--- src/rtl/pla_bist_vec_misr.sv ---
// BIST wrapper for one single-output PLA slice: a 25-bit LFSR drives the slice
// inputs, and the slice response is folded into a 16-bit MISR and a ones counter.
module pla_bist_vec_misr #(
  parameter int unsigned NUM_PATTERNS = 1024,
  parameter logic [24:0] LFSR_SEED    = 25'h0000001,
  parameter logic [15:0] MISR_SEED    = 16'h0000
) (
  input  logic        clk,
  input  logic        rst_n,
  input  logic        start,
  input  logic        abort,
  output logic [24:0] x_out,
  input  logic        y_in,
  output logic        busy,
  output logic        done,
  output logic [15:0] signature,
  output logic [15:0] ones_count,
  output logic [15:0] pattern_idx
);

  typedef enum logic [1:0] {
    ST_IDLE = 2'd0,
    ST_RUN  = 2'd1,
    ST_DONE = 2'd2
  } state_t;

  // An all-zero seed would lock the LFSR, so it is replaced by 1.
  localparam logic [24:0] SEED_EFF = (LFSR_SEED == 25'h0000000) ? 25'h0000001 : LFSR_SEED;
  localparam logic [15:0] LAST_IDX = 16'(NUM_PATTERNS - 1);

  // Fibonacci LFSR, polynomial x^25 + x^22 + 1.
  function automatic logic [24:0] lfsr_step(input logic [24:0] s);
    return {s[23:0], s[24] ^ s[21]};
  endfunction

  function automatic logic [15:0] misr_step(input logic [15:0] m, input logic y);
    return {m[14:0], m[15] ^ m[14] ^ m[12] ^ m[3] ^ y};
  endfunction

  state_t      state_r, state_s;
  logic [24:0] lfsr_r, lfsr_s;
  logic [15:0] misr_r, misr_s;
  logic [15:0] ones_r, ones_s;
  logic [15:0] idx_r, idx_s;
  logic        busy_r, done_r;

  // Next-state and datapath update for the pattern/capture sequencer.
  always_comb begin
    state_s = state_r;
    lfsr_s  = lfsr_r;
    misr_s  = misr_r;
    ones_s  = ones_r;
    idx_s   = idx_r;
    case (state_r)
      ST_IDLE, ST_DONE: begin
        if (start) begin
          state_s = ST_RUN;
          lfsr_s  = SEED_EFF;
          misr_s  = MISR_SEED;
          ones_s  = 16'h0000;
          idx_s   = 16'h0000;
        end else begin
          state_s = state_r;
        end
      end
      ST_RUN: begin
        if (abort) begin
          // Partial signature, count and index are kept for inspection.
          state_s = ST_IDLE;
          lfsr_s  = 25'h0000000;
        end else begin
          misr_s = misr_step(misr_r, y_in);
          ones_s = ones_r + {15'h0000, y_in};
          if (idx_r == LAST_IDX) begin
            state_s = ST_DONE;
            lfsr_s  = 25'h0000000;
          end else begin
            lfsr_s = lfsr_step(lfsr_r);
            idx_s  = idx_r + 16'h0001;
          end
        end
      end
      default: begin
        state_s = ST_IDLE;
        lfsr_s  = 25'h0000000;
      end
    endcase
  end

  // State and datapath registers; status flags are registered from the next state.
  always_ff @(posedge clk or negedge rst_n) begin
    if (!rst_n) begin
      state_r <= ST_IDLE;
      lfsr_r  <= 25'h0000000;
      misr_r  <= 16'h0000;
      ones_r  <= 16'h0000;
      idx_r   <= 16'h0000;
      busy_r  <= 1'b0;
      done_r  <= 1'b0;
    end else begin
      state_r <= state_s;
      lfsr_r  <= lfsr_s;
      misr_r  <= misr_s;
      ones_r  <= ones_s;
      idx_r   <= idx_s;
      busy_r  <= (state_s == ST_RUN);
      done_r  <= (state_s == ST_DONE);
    end
  end

  assign x_out       = lfsr_r;
  assign busy        = busy_r;
  assign done        = done_r;
  assign signature   = misr_r;
  assign ones_count  = ones_r;
  assign pattern_idx = idx_r;

endmodule
--- config.mk ---
export PLATFORM = sky130hd
export DESIGN_NAME = pla_bist_vec_misr
export DESIGN_NICKNAME = d
export VERILOG_FILES = /design/src/rtl/pla_bist_vec_misr.sv
export SDC_FILE = /design/constraint.sdc
export NUM_CORES = 1
export LEC_CHECK = 0
export ABC_AREA = 0
export ABC_CLOCK_PERIOD_IN_PS = 2600
export BUFFER_PORTS_ARGS = -buffer_cell sky130_fd_sc_hd__clkbuf_2
export CAP_MARGIN = 20
export CORE_UTILIZATION = 50
export CTS_CLUSTER_DIAMETER = 200
export DETAILED_ROUTE_END_ITERATION = 8
export PLACE_DENSITY = 0.75
export SKIP_LAST_GASP = 1
export SLEW_MARGIN = 20
export SYNTH_ARGS = -nofsm -noshare
export SYNTH_HDL_FRONTEND = slang
export SYNTH_SLANG_ARGS = --single-unit
export TNS_END_PERCENT = 100
--- constraint.sdc ---
create_clock -name clk -period 2.6 [get_ports clk]
set_clock_uncertainty 0.05 [all_clocks]
set_input_delay 0.13 -clock clk [delete_from_list [all_inputs] [get_ports clk]]
set_output_delay 0.13 -clock clk [all_outputs]
set_load 0.01 [all_outputs]
==> summary.txt <==
Setup path
  • Worst R2R Setup Slack: 0.42 ns
  • CP Launch Point: pattern_idx[0]$_DFFE_PN0P_
  • Crit-path max FO: 25
  • CP Class: reg2reg
  • Crit path DAT: 2.37 ns
  • Reg2Reg Depth: 6
  • Crit start category: register
  • Reg-to-reg endpoint: x_out[18]$_DFFE_PN0P_
  • Worst path required time: 2.79 ns
  • Crit Reg-Reg Startpoint: pattern_idx[0]$_DFFE_PN0P_
  • Setup crit end: x_out[18]$_DFFE_PN0P_
  • CP Capture Type: register

Flow run
  • Total of max-cap violations: 0

Timing
  • Final-report setup violation count: 0
  • Post-layout min period: ~2.2 ns
  • Setup slack after layout: 0.4181 ns
  • Worst hold slack: 0.05859 ns
  • Setup TNS: 0 ns
  • Final period util: between 80 and 90%
  • Final Max Slew Viols: 0
  • Final hold vios: 0
  • Worst Max-Slew Pin Slew: about 0.98 ns
  • Slew headroom: 34.90%
  • RSZ-0062 raised after global routing: false
  • FMAX: ~460 MHz

Place
  • Dpl cells: between 400 and 500
  • Placement Setup Slack: about 0.42 ns
  • Final Wtd Congestion: slightly above 0.8
  • Placed cell areas: approximately 3800 sq um
  • DP HPWL: just under 5000 um
  • PortBufs: just under 80

Final layout
  • P&R area growth vs syn: 19.78%
  • Ant diodes: 0
  • Fin util: a little over three fifths
  • Post-route cell area: ~4000 sq um
  • Non-filler instance count after layout: 484
  • Layout cell share with drive strength beyond 1: 25.80%
  • Nets: just over 400

Floorplan
  • Die height: about 84 um
  • Row count: 29
  • Die area: 7076 sq um
  • Die X: ~84 um
  • IO Count: 80
  • Core area: around 6400 sq um
  • Initial Util: a little over half

Global route
  • Total GRT Usage: a little under a quarter
  • Initial antenna violation count: 0
  • Largest net degree at the start of global routing: approximately 80
  • Met2 global-route usage: 34.80%
  • GRT busiest layer: met2
  • M1 GR Usage: approximately a third
  • GRT Residual Overflow: 0
  • First-pass GRT wire length: around 13000 um
  • Vias in the first global route: about 2600
  • Met3 Usage GRT: about 5.7%

Clocking
  • Root buffer selected by CTS: clkbuf_8
  • CTS Sinks: 77
  • Post-CTS setup buffers: 0
  • Clk buf depth: 2
  • Worst-skew pair later-pin latency: between 0.3 and 0.4 ns
  • H-tree depth: 3
  • CTS tree: built
  • Worst-path clk slew: ~0.09 ns
  • Hold-fix buffers, CTS: 1
  • CTS resizes: 0
  • Cts bufs inserted: 9

Worst hold path
  • Hold WC Path Type: in2reg

Synthesis
  • Sequential share of the synthesized area: between 50% and 60%
  • Syn_nets: approximately 330
  • Yosys warnings: 0
  • Share of the synthesized area in the top cell type: between 50% and 60%
  • Post-synthesis register bit count: 77
  • Syn Std Cell Area: around 3400 sq um
  • Cells after Synth: 323
  • Synth area leader: dfrtp_1
  • Mean post-synth cell area: around 10 sq um
  • Largest cells by area after synthesis: dfrtp_1, a22o_1, nand2_1, nand3_1, a21oi_1
  • Yosys cell types: 37

Power and ir drop
  • VDD IR-drop max: about 0.36 mV
  • Total power: ~2.4 mW
  • P_leak: roughly 2.0 nW
  • Pwr dens: approximately 590 nW/um^2

Route
  • Iteration-0 DRC count of the detailed router: 140
  • Routed len/inst: ~16 um
  • Routed Antenna Nets: 0
  • Vias/cell: slightly below 6
  • Routed WL: 7632 um
  • # DRC: 12
  • DRT Pass-1 Iters: 6
  • Via count: around 2800

Status
  • Status: complete, but fails checks
  • Failing checks: DRC
## cells in the mapped netlist
cell / count
nand3_1: 29
nor4_1: 3
xnor2_1: 6
nor3_1: 2
o311ai_0: 3
or4_1: 6
a211o_4: 1
and4_1: 4
clkbuf_1: 18
a211o_1: 1
o32ai_1: 1
mux2i_1: 4
nor3b_2: 1
nor2b_1: 1
nand2b_1: 3
a41o_1: 1
nor2_1: 10
nand2_1: 55
and3_1: 3
and2_1: 1
xor2_1: 3
dfrtp_1: 77
a31o_2: 1
ha_1: 3
nand4_1: 6
buf_2: 1
or3b_1: 1
a31oi_1: 1
o41ai_1: 1
nor4bb_1: 1
a211oi_1: 2
a21oi_1: 17
inv_1: 1
o31ai_1: 7
o21ai_0: 14
or3_1: 8
a22o_1: 26
## how the worst min path moves through the flow
stage                     start                    endpoint  slack (ns)  depth (start not counted)
after floorplan           rst_n              busy$_DFF_PN0_       -0.22                          0
after global placement    rst_n  ones_count[10]$_DFFE_PN0P_        0.29                          1
after detailed placement  rst_n  ones_count[10]$_DFFE_PN0P_        0.30                          1
after CTS                 start        x_out[0]$_DFFE_PN0P_        0.05                          3
after global routing      start        x_out[0]$_DFFE_PN0P_        0.07                          3
final                     start        x_out[0]$_DFFE_PN0P_        0.06                          3
## final cells by class
| type | instances | area, sq um |
|---|---|---|
| tap | 77 | 96.34 |
| fill | 551 | 2384 |
| sequential | 77 | 1927 |
| clock inverter | 7 | 58.81 |
| clock buffer | 9 | 123.9 |
| inverter | 1 | 3.754 |
| multi-input combinational | 226 | 1369 |
| timing repair buffer | 87 | 460.4 |
## registers in the layout, summed over array words and instances (netlist names)
| signal | flops |
|---|---|
| signature | 16 |
| busy | 1 |
| done | 1 |
| ones_count | 16 |
| state_r | 2 |
| x_out | 25 |
| pattern_idx | 16 |
## power breakdown
part           total, mW  internal (mW)  switching, mW
Combinational      0.248         0.0780          0.170
Sequential          1.28           1.24         0.0420
Clock              0.846          0.360          0.486
## cell families (layout without fill, tap and decap cells)
logic type	count (synthesis)	count (layout)	share of synthesized area, %
adder cells (fa/ha/maj)	3	3	1.113
flip-flops	77	77	57.14
XOR/XNOR	9	9	2.338
multiplexers	4	4	1.187
AO/OA/AOI/OAI	76	76	16.18
AND/OR/NAND/NOR	134	134	19.78
buffers and inverters	20	104	2.263
## routing by layer
layer	part of all wire, %	routed length, um
met1	46	3522
met2	47	3622
met3	5.2	395
met4	1.2	91
met5	0	0
## placed cells by master, fill, tap and decap left out, types with 2 or more instances in the layout
| cell | count |
|---|---|
| a211oi_1 | 2 |
| a21oi_1 | 17 |
| a22o_1 | 26 |
| and3_1 | 3 |
| and4_1 | 4 |
| buf_4 | 8 |
| clkbuf_2 | 78 |
| clkbuf_8 | 9 |
| clkinv_4 | 2 |
| clkinvlp_4 | 2 |
| dfrtp_1 | 77 |
| ha_1 | 3 |
| inv_6 | 3 |
| mux2i_1 | 4 |
| nand2_1 | 55 |
| nand2b_1 | 3 |
| nand3_1 | 29 |
| nand4_1 | 6 |
| nor2_1 | 10 |
| nor3_1 | 2 |
| nor4_1 | 3 |
| o21ai_0 | 14 |
| o311ai_0 | 3 |
| o31ai_1 | 7 |
| or3_1 | 8 |
| or4_1 | 6 |
| xnor2_1 | 6 |
| xor2_1 | 3 |
## worst max-delay path, stage by stage, from the launching register on
cell and delay, ns:
dfrtp_1 0.42, ha_1 0.21, and4_1 0.28, and4_1 0.53, nor2_1 0.08, buf_4 0.23
a22o_1 0.26
Note: power is estimated with default switching activity, not from simulation.
